File: src/rtl/csr_pkg.sv
// Shared definitions for the CSR bank: register map addresses, access kinds,
// error flag bit positions and the default identification word.
package csr_pkg;

  localparam int CSR_ADDR_ID       = 0;
  localparam int CSR_ADDR_SCRATCH  = 1;
  localparam int CSR_ADDR_LED      = 2;
  localparam int CSR_ADDR_STATUS   = 3;
  localparam int CSR_ADDR_IRQ_EN   = 4;
  localparam int CSR_ADDR_WR_COUNT = 5;
  localparam int CSR_ADDR_ERR      = 6;
  localparam int CSR_ADDR_USER0    = 7;

  localparam int ERR_BIT_RO_WRITE = 0;
  localparam int ERR_BIT_UNMAPPED = 1;
  localparam int ERR_W            = 2;

  localparam int WR_COUNT_W = 16;

  localparam logic [31:0] CSR_DEFAULT_ID = 32'h4A54_4147;

  typedef enum logic [1:0] {
    ACC_RO,
    ACC_RW,
    ACC_W1C
  } csr_acc_e;

  // Access kind of a mapped slot; callers must reject addresses >= NUM_REGS first.
  function automatic csr_acc_e csr_access(input int addr);
    csr_acc_e acc;
    case (addr)
      CSR_ADDR_ID, CSR_ADDR_WR_COUNT: acc = ACC_RO;
      CSR_ADDR_STATUS, CSR_ADDR_ERR:  acc = ACC_W1C;
      default:                        acc = ACC_RW;
    endcase
    csr_access = acc;
  endfunction

endpackage

File: src/rtl/cdc_toggle_sync.sv
// Brings a toggle-encoded request from another clock domain into clk and
// turns every edge of the toggle into a single-cycle pulse.
module cdc_toggle_sync #(
  parameter int SYNC_STAGES = 2
) (
  input  logic clk,
  input  logic rst_n,
  input  logic tgl_in,
  output logic pulse
);

  logic [SYNC_STAGES-1:0] sync_q;
  logic [SYNC_STAGES-1:0] sync_d;
  logic                   hist_q;
  logic                   hist_d;

  always_comb begin
    sync_d = {sync_q[SYNC_STAGES-2:0], tgl_in};
    hist_d = sync_q[SYNC_STAGES-1];
  end

  always_ff @(posedge clk or negedge rst_n) begin
    if (!rst_n) begin
      sync_q <= '0;
      hist_q <= 1'b0;
    end else begin
      sync_q <= sync_d;
      hist_q <= hist_d;
    end
  end

  // History flop holds the previous synchronised level, so any change is one pulse.
  assign pulse = sync_q[SYNC_STAGES-1] ^ hist_q;

endmodule

File: src/rtl/csr_bank.sv
// System-clock CSR bank fed by toggle-encoded JTAG address/data updates;
// decodes the register map, holds the register file and drives read-back.
module csr_bank
  import csr_pkg::*;
#(
  parameter int                NUM_REGS    = 8,
  parameter int                ADDR_W      = $clog2(NUM_REGS),
  parameter int                DATA_W      = 32,
  parameter int                LED_W       = 4,
  parameter int                SYNC_STAGES = 2,
  parameter logic [DATA_W-1:0] ID_VALUE    = DATA_W'(CSR_DEFAULT_ID)
) (
  input  logic                                     sys_clk,
  input  logic                                     sys_rst_n,
  input  logic                                     dr_csr_addr_tgl,
  input  logic [ADDR_W-1:0]                        dr_csr_addr,
  input  logic                                     dr_csr_data_tgl,
  input  logic [DATA_W-1:0]                        dr_csr_data,
  input  logic [DATA_W-1:0]                        hw_status_set,
  output logic [ADDR_W-1:0]                        csr_addr,
  output logic [DATA_W-1:0]                        csr_data,
  output logic [LED_W-1:0]                         led,
  output logic [(NUM_REGS-CSR_ADDR_USER0)*DATA_W-1:0] user_regs,
  output logic                                     irq
);

  localparam int NUM_USER = NUM_REGS - CSR_ADDR_USER0;

  if (NUM_REGS < 8) begin : g_bad_num_regs
    $error("csr_bank: NUM_REGS must be at least 8");
  end
  if (LED_W > DATA_W || DATA_W < WR_COUNT_W) begin : g_bad_widths
    $error("csr_bank: LED_W must fit in DATA_W and DATA_W must hold WR_COUNT");
  end
  if (SYNC_STAGES < 2) begin : g_bad_sync
    $error("csr_bank: SYNC_STAGES must be at least 2");
  end

  logic addr_pulse;
  logic data_pulse;

  cdc_toggle_sync #(
    .SYNC_STAGES(SYNC_STAGES)
  ) u_addr_sync (
    .clk   (sys_clk),
    .rst_n (sys_rst_n),
    .tgl_in(dr_csr_addr_tgl),
    .pulse (addr_pulse)
  );

  cdc_toggle_sync #(
    .SYNC_STAGES(SYNC_STAGES)
  ) u_data_sync (
    .clk   (sys_clk),
    .rst_n (sys_rst_n),
    .tgl_in(dr_csr_data_tgl),
    .pulse (data_pulse)
  );

  logic [ADDR_W-1:0]                csr_addr_q, csr_addr_d;
  logic [DATA_W-1:0]                csr_data_q, csr_data_d;
  logic [DATA_W-1:0]                scratch_q, scratch_d;
  logic [LED_W-1:0]                 led_q, led_d;
  logic [DATA_W-1:0]                status_q, status_d;
  logic [DATA_W-1:0]                irq_en_q, irq_en_d;
  logic [WR_COUNT_W-1:0]            wr_count_q, wr_count_d;
  logic [ERR_W-1:0]                 err_q, err_d;
  logic [NUM_USER-1:0][DATA_W-1:0]  user_q, user_d;
  logic                             irq_q, irq_d;

  logic [ADDR_W-1:0] wr_addr;
  int                wr_idx;
  int                rd_idx;
  logic [DATA_W-1:0] status_clr;
  logic [ERR_W-1:0]  err_clr;
  logic [ERR_W-1:0]  err_set;

  // A write landing with a same-cycle address update targets the new address.
  always_comb begin
    csr_addr_d = csr_addr_q;
    scratch_d  = scratch_q;
    led_d      = led_q;
    irq_en_d   = irq_en_q;
    wr_count_d = wr_count_q;
    user_d     = user_q;
    status_clr = '0;
    err_clr    = '0;
    err_set    = '0;
    wr_addr    = addr_pulse ? dr_csr_addr : csr_addr_q;
    wr_idx     = int'(wr_addr);

    if (addr_pulse) begin
      csr_addr_d = dr_csr_addr;
      if (int'(dr_csr_addr) >= NUM_REGS) begin
        err_set[ERR_BIT_UNMAPPED] = 1'b1;
      end
    end

    if (data_pulse) begin
      wr_count_d = wr_count_q + WR_COUNT_W'(1);
      if (wr_idx >= NUM_REGS) begin
        err_set[ERR_BIT_UNMAPPED] = 1'b1;
      end else begin
        case (csr_access(wr_idx))
          ACC_RO: err_set[ERR_BIT_RO_WRITE] = 1'b1;
          ACC_W1C: begin
            if (wr_idx == CSR_ADDR_STATUS) begin
              status_clr = dr_csr_data;
            end else begin
              err_clr = dr_csr_data[ERR_W-1:0];
            end
          end
          default: begin
            if (wr_idx == CSR_ADDR_SCRATCH) scratch_d = dr_csr_data;
            if (wr_idx == CSR_ADDR_LED)     led_d     = dr_csr_data[LED_W-1:0];
            if (wr_idx == CSR_ADDR_IRQ_EN)  irq_en_d  = dr_csr_data;
            for (int i = 0; i < NUM_USER; i++) begin
              if (wr_idx == CSR_ADDR_USER0 + i) user_d[i] = dr_csr_data;
            end
          end
        endcase
      end
    end

    // Hardware sets are applied after software clears so a coincident set survives.
    status_d = (status_q & ~status_clr) | hw_status_set;
    err_d    = (err_q & ~err_clr) | err_set;
    irq_d    = |(status_q & irq_en_q);
  end

  always_comb begin
    rd_idx     = int'(csr_addr_q);
    csr_data_d = '0;
    case (rd_idx)
      CSR_ADDR_ID:       csr_data_d = ID_VALUE;
      CSR_ADDR_SCRATCH:  csr_data_d = scratch_q;
      CSR_ADDR_LED:      csr_data_d = DATA_W'(led_q);
      CSR_ADDR_STATUS:   csr_data_d = status_q;
      CSR_ADDR_IRQ_EN:   csr_data_d = irq_en_q;
      CSR_ADDR_WR_COUNT: csr_data_d = DATA_W'(wr_count_q);
      CSR_ADDR_ERR:      csr_data_d = DATA_W'(err_q);
      default: begin
        for (int i = 0; i < NUM_USER; i++) begin
          if (rd_idx == CSR_ADDR_USER0 + i) csr_data_d = user_q[i];
        end
      end
    endcase
  end

  always_ff @(posedge sys_clk or negedge sys_rst_n) begin
    if (!sys_rst_n) begin
      csr_addr_q <= '0;
      csr_data_q <= '0;
      scratch_q  <= '0;
      led_q      <= '0;
      status_q   <= '0;
      irq_en_q   <= '0;
      wr_count_q <= '0;
      err_q      <= '0;
      user_q     <= '0;
      irq_q      <= 1'b0;
    end else begin
      csr_addr_q <= csr_addr_d;
      csr_data_q <= csr_data_d;
      scratch_q  <= scratch_d;
      led_q      <= led_d;
      status_q   <= status_d;
      irq_en_q   <= irq_en_d;
      wr_count_q <= wr_count_d;
      err_q      <= err_d;
      user_q     <= user_d;
      irq_q      <= irq_d;
    end
  end

  assign csr_addr  = csr_addr_q;
  assign csr_data  = csr_data_q;
  assign led       = led_q;
  assign user_regs = user_q;
  assign irq       = irq_q;

endmodule

File: config.mk
export PLATFORM = sky130hd
export DESIGN_NAME = csr_bank
export DESIGN_NICKNAME = d
export VERILOG_FILES = /design/src/rtl/csr_pkg.sv /design/src/rtl/cdc_toggle_sync.sv /design/src/rtl/csr_bank.sv
export SDC_FILE = /design/constraint.sdc
export NUM_CORES = 1
export LEC_CHECK = 0
export ABC_CLOCK_PERIOD_IN_PS = 4190
export CAP_MARGIN = 20
export CORE_MARGIN = 4
export CORE_UTILIZATION = 55
export CTS_BUF_LIST = sky130_fd_sc_hd__clkbuf_2
export DETAILED_ROUTE_END_ITERATION = 16
export PLACE_DENSITY = 0.82
export SLEW_MARGIN = 25
export SYNTH_ARGS = -nofsm -noshare
export SYNTH_HDL_FRONTEND = slang
export SYNTH_SLANG_ARGS = --single-unit
File: constraint.sdc
create_clock -name sys_clk -period 4.19 [get_ports sys_clk]
set_input_delay 0.838 -clock sys_clk [delete_from_list [all_inputs] [get_ports sys_clk]]
set_output_delay 0.838 -clock sys_clk [all_outputs]
set_load 0.01 [all_outputs]
-- Yosys cells after proc, flatten, opt, wreduce, memory -nomap -nowiden
Index checks and enable logic that the tools add are counted.
- flip-flop bits (word level): 192
- bits of input ports: 71
- output and inout bits: 72
- word-level logic and storage cells: 65
- $add $sub $neg: 1
- equality and inequality tests: 16
- multiplexer cells: 13
- bitwise operators: 10
- reduce and logical (&&, ||, !) cells: 11
- operator list (operator ; count):
    $pmux W32 S7 ; 1
    $mux W32 ; 4
    $and A32 B32 Y32 ; 2
    $not A32 Y32 ; 1
    $or A32 B32 Y32 ; 1
    $reduce_or A32 Y1 ; 1
    $eq A3 B3 Y1 const B ; 8
    $add A16 B1 Y16 const B ; 1
    $eq A3 B2 Y1 const B ; 4
    $reduce_and A3 Y1 ; 4
    $eq A3 B1 Y1 const B ; 3
    $mux W2 ; 4
    $logic_not A3 Y1 ; 2
    $reduce_or A2 Y1 ; 3
    $pmux W2 S2 ; 1
    $mux W3 ; 1
    $and A2 B2 Y2 ; 1
    $eq A2 B2 Y1 const B ; 1
    $logic_not A2 Y1 ; 1
    $mux W1 ; 2
    $not A2 Y2 ; 1
    $or A2 B1 Y2 ; 1
    $xor A1 B1 Y1 ; 2
    $not A1 Y1 ; 1

-- Longest topological paths before layout
- word-level depth: 12
- mapped depth: 7
- gate-level depth less buffers: 5

-- Cells and area by module
A second synthesis with hierarchy kept.
- cells, all modules: 652
- area, all modules: 8386.8 um^2
- modules (own cells, without submodules) (module ; times used ; cells each ; area each (um^2) ; sequential area each (um^2)):
    csr_bank ; 1 ; 644 ; 8219.1 ; 4654.5
    cdc_toggle_sync ; 2 ; 4 ; 83.8 ; 75.1

-- Least setup slack after synthesis
No wires, ideal clock.
- path kind: reg-to-reg
- start: register u_addr_sync.hist_q
- end: register irq_en_q[10]
- arrival time: 2116 ps
- required time: 4065 ps
- path slack: 1949 ps
- cell stages (with the launch flop): 8
- buffers on the path: 2
- clock period less this slack: 2241 ps
- path through: dfrtp_1 xor2_2 mux2i_2 inv_2 or3_1 buf_2 buf_6 mux2_4
- cells in the longest elaborated chain, start to end: 10
- elaborated cells between the ends (all ways): 16
- those cells by class: 5 x eq/ne; 3 x mux; 2 x bitwise; 6 x reduce/logical
- RTL lines (what ; line ; text):
    start: declaration ; cdc_toggle_sync.sv:14 ; logic hist_q;
    start signal: assignment ; cdc_toggle_sync.sv:28 ; hist_q <= hist_d;
    $xor A1 B1 Y1 * ; cdc_toggle_sync.sv:33 ; assign pulse = sync_q[SYNC_STAGES-1] ^ hist_q;
    $mux W3 * ; - ;
    $eq A3 B2 Y1, or another cell as far along ; csr_pkg.sv:31 ; case (addr)
    $reduce_or A2 Y1 ; csr_pkg.sv:31 ;
    $pmux W2 S2 ; csr_pkg.sv:31 ;
    $mux W2 ; csr_bank.sv:99 ; if (data_pulse) begin
    $eq A2 B2 Y1 / $logic_not A2 Y1 (equally long branches) ; csr_bank.sv:104 ; case (csr_access(wr_idx))
    $reduce_or A2 Y1 (no source line) ; - ;
    $not A1 Y1 (no source line) ; - ;
    $reduce_and A3 Y1 (no source line) * ; - ;
    end signal: assignment ; csr_bank.sv:168 ; irq_en_q <= irq_en_d;
    end: declaration ; csr_bank.sv:65 ; logic [DATA_W-1:0] irq_en_q, irq_en_d;
Mark *: on every way between the ends. The rest lies on a longest branch, timed or not. The select of a mux whose other input is x is not followed.
A chain may end at the register's enable or synchronous reset.

-- Final worst setup path
- start: register csr_addr_q[2], in the netlist csr_addr[2]
- end: output csr_addr[2]
- RTL lines (what ; line ; text):
    start: declaration ; csr_bank.sv:60 ; logic [ADDR_W-1:0] csr_addr_q, csr_addr_d;
    start signal: assignment ; csr_bank.sv:163 ; csr_addr_q <= csr_addr_d;
    end: declaration ; csr_bank.sv:20 ; output logic [ADDR_W-1:0] csr_addr,
No word-level cell between the ends.

==> impl_metrics.yaml <==
clock_tree:
  numCtsBuffers: 17
  tritoncts: "done"
  hold_buffers: 0
  clockBufferDepth: 2
  clock_latency_ns: 0.77
  path_clk_slew_ns: 0.28
  clockRootBuffer: "clkbuf_2"
  htreeDepth: 4
  cts_sinks: 192
  cts_setup_buffers: 0
  ctsResizeCount: 0
grt:
  grt_pass1_vias: 6602
  grt_pass1_wl_mm: 36.1
  grt_max_degree: 78
  overflow: 0
  grt_use_total: 0.256
  antenna_found_initial: 1
synth:
  synth_flop_cell: "dfrtp_1"
  netlist_area_um2: 8670
  synthTopCellsByArea: "dfrtp_1 55%, mux2_4 10%, mux2_2 7.7%"
  netlist_instances: 722
  synth_top_cell_by_area: "dfrtp_1"
  syn-num-nets: 794
  ys_seq_elements: 192
  syn-mean-instance-area_um2: 12.0
  ys_warn_count: 0
  async_reset_ff_frac: 1.00
  synth_cell_types: 41
  yosysSeqAreaShare: 0.554
  synth_edf_count: 0
  yosysTopAreaCellShare: 0.554
routing:
  wire_per_inst_um: 20.6
  firstDrtPassIters: 5
  final_antenna_net_count: 0
  drt_wl_total_mm: 22.3
  vias: 6364
  drcViolationCount: 0
  via_per_inst: 5.89
  drt_iter0_drc: 740
setup_path:
  cp-start-kind: "register"
  cp_max_fo: 70
  cp_data_required_time_ns: 3.35
  end_kind: "output port"
  critPathKind: "register to output port"
  worst_ep_arrival_time_ns: 2.49
sta:
  timing.final.ws_setup_ns: 0.859
  finalMaxSlewViolations: 0
  setup_viol: 0
  max_freq_mhz: 300
  worst_pin_slew_ns: 0.931
  grt_setup_unrepaired: "false"
  relSlewSlack: 0.378
  post-route-period-util: 0.795
  whs_ns: 0.0528
  fin_tns_setup_ns: 0
  fin_crit_ns: 3.33
  clock_skew_ns: 0.0381
  hold_viol_final: 0
placed_design:
  gp_congestion: 0.831
  io_buffers: 142
  dp_hpwl_mm: 15.3
  pre_cts_slack_ns: 0.957
floorplanning:
  core-area_um2: 15300
  dieArea_um2: 17800
  rows: 45
  pin_count: 143
  die_w_um: 134
  die_h_um: 134
  start_util: 0.566
power:
  power.density_nw_per_um2: 598
  leakagePower_nw: 4.71
  vdd_ir_drop_max_mv: 0.363
min_path:
  hold_path.class: "input port to asynchronous set/reset pin"
run_status:
  status: "finished clean"
layout:
  layout-drive-gt1-share: 0.197
  nets: 927
  area_growth_pct: 21.6
run:
  cap_violations: 0
-- per-layer routing --
| layer | vias to the layer above | track usage | wire (um) |
|---|---|---|---|
| met5 | - | 0 | 0 |
| met3 | 33 | 0.0589 | 1500 |
| met2 | 287 | 0.412 | 10800 |
| li1 | 2824 | - | - |
| met4 | 0 | 0.0634 | 312 |
| met1 | 3220 | 0.356 | 9650 |
-- state kept, by name, summed over array words and instances (netlist names) --
| name | count |
|---|---|
| u_data_sync.hist_q | 1 |
| csr_addr | 3 |
| err_q | 2 |
| irq | 1 |
| status_q | 32 |
| irq_en_q | 32 |
| u_data_sync.sync_q | 2 |
| user_regs | 32 |
| u_addr_sync.hist_q | 1 |
| scratch_q | 32 |
| wr_count_q | 16 |
| csr_data | 32 |
| u_addr_sync.sync_q | 2 |
| led | 4 |
-- through the flow --
stage	power (mW)	utilization	std cells	instance area (um^2)
floorplan	4.20	-	722	8670
global placement	5.18	0.669	1047	10300
detailed placement	5.30	0.669	1047	10300
CTS	6.31	0.687	1079	10500
global route	6.62	0.688	1080	10500
finish	6.31	0.688	1080	10500
-- layout make-up --
| type | count | area [um^2] |
|---|---|---|
| Antenna cell | 1 | 2.50 |
| Clock buffer | 17 | 85.1 |
| Clock inverter | 15 | 191 |
| Fill cell | 1090 | 4770 |
| Inverter | 57 | 214 |
| Multi-Input combinational cell | 434 | 3470 |
| Sequential cell | 192 | 4810 |
| Tap cell | 211 | 264 |
| Timing Repair Buffer | 153 | 1510 |
-- worst max-delay path, cell delays in order (launching register included) --
cell and delay (ns):
dfrtp_2 0.41, buf_4 0.64, clkdlybuf4s50_1 0.69
-- synth_stat cells (2+ instances only) --
master,instances
nor2b_1,18
a22oi_1,26
and3_1,4
nand2b_1,4
mux2_2,59
a31oi_1,35
nor2_1,67
nor3_1,4
mux2_4,60
inv_1,56
nand3_1,4
o21ai_0,14
o22a_1,2
clkbuf_1,19
a22o_1,5
o221ai_1,18
dfrtp_1,192
buf_2,8
buf_6,6
nor3b_1,2
or3_1,3
xnor2_1,11
xor2_1,6
o22ai_1,11
a21oi_1,24
buf_1,6
nand4_1,9
mux2i_1,8
a221oi_1,2
nand2_1,28
-- cell usage in the layout, fill, tap and decap left out, types with 14 or more instances in the layout --
| master | instances |
|---|---|
| a22oi_1 | 26 |
| nor2b_1 | 17 |
| clkdlybuf4s50_1 | 141 |
| nor2_1 | 67 |
| a21oi_1 | 24 |
| dfrtp_1 | 189 |
| inv_1 | 56 |
| mux2_4 | 60 |
| o221ai_1 | 18 |
| a31oi_1 | 35 |
| mux2_2 | 59 |
| clkbuf_2 | 17 |
| nand2_1 | 28 |
| o21ai_0 | 14 |
-- power breakdown --
group | total [mW] | switching (mW) | internal, mW
Clock | 1.02 | 0.628 | 0.388
Sequential | 3.02 | 0.531 | 2.48
Combinational | 2.28 | 0.895 | 1.38
Total | 6.31 | 2.05 | 4.25
-- final timing paths --
path                                  startpoint                    end  slack (ns)  depth (start not counted)
max in group asynchronous              sys_rst_n          scratch_q[18]        3.14                          2
max                                  csr_addr[2]            csr_addr[2]        0.86                          2
min reg2reg                u_addr_sync.sync_q[0]  u_addr_sync.sync_q[1]        0.39                          0
min                                    sys_rst_n           irq_en_q[11]        0.05                          1
max reg2reg                          csr_addr[2]          scratch_q[20]        1.52                          5
min in group sys_clk       u_addr_sync.sync_q[0]  u_addr_sync.sync_q[1]        0.39                          0
-- cell families (layout without fill, tap and decap cells) --
group	count (synthesis)	count (layout)	share of synthesized area
buffers and inverters	96	242	0.0479
AO/OA/AOI/OAI	142	142	0.110
multiplexers	128	128	0.191
XOR/XNOR	18	18	0.0191
adder cells (fa/ha/maj)	1	1	0.00144
other	0	1	0
flip-flops	192	192	0.554
AND/OR/NAND/NOR	145	145	0.0765
(Power assumes the default switching activity.)
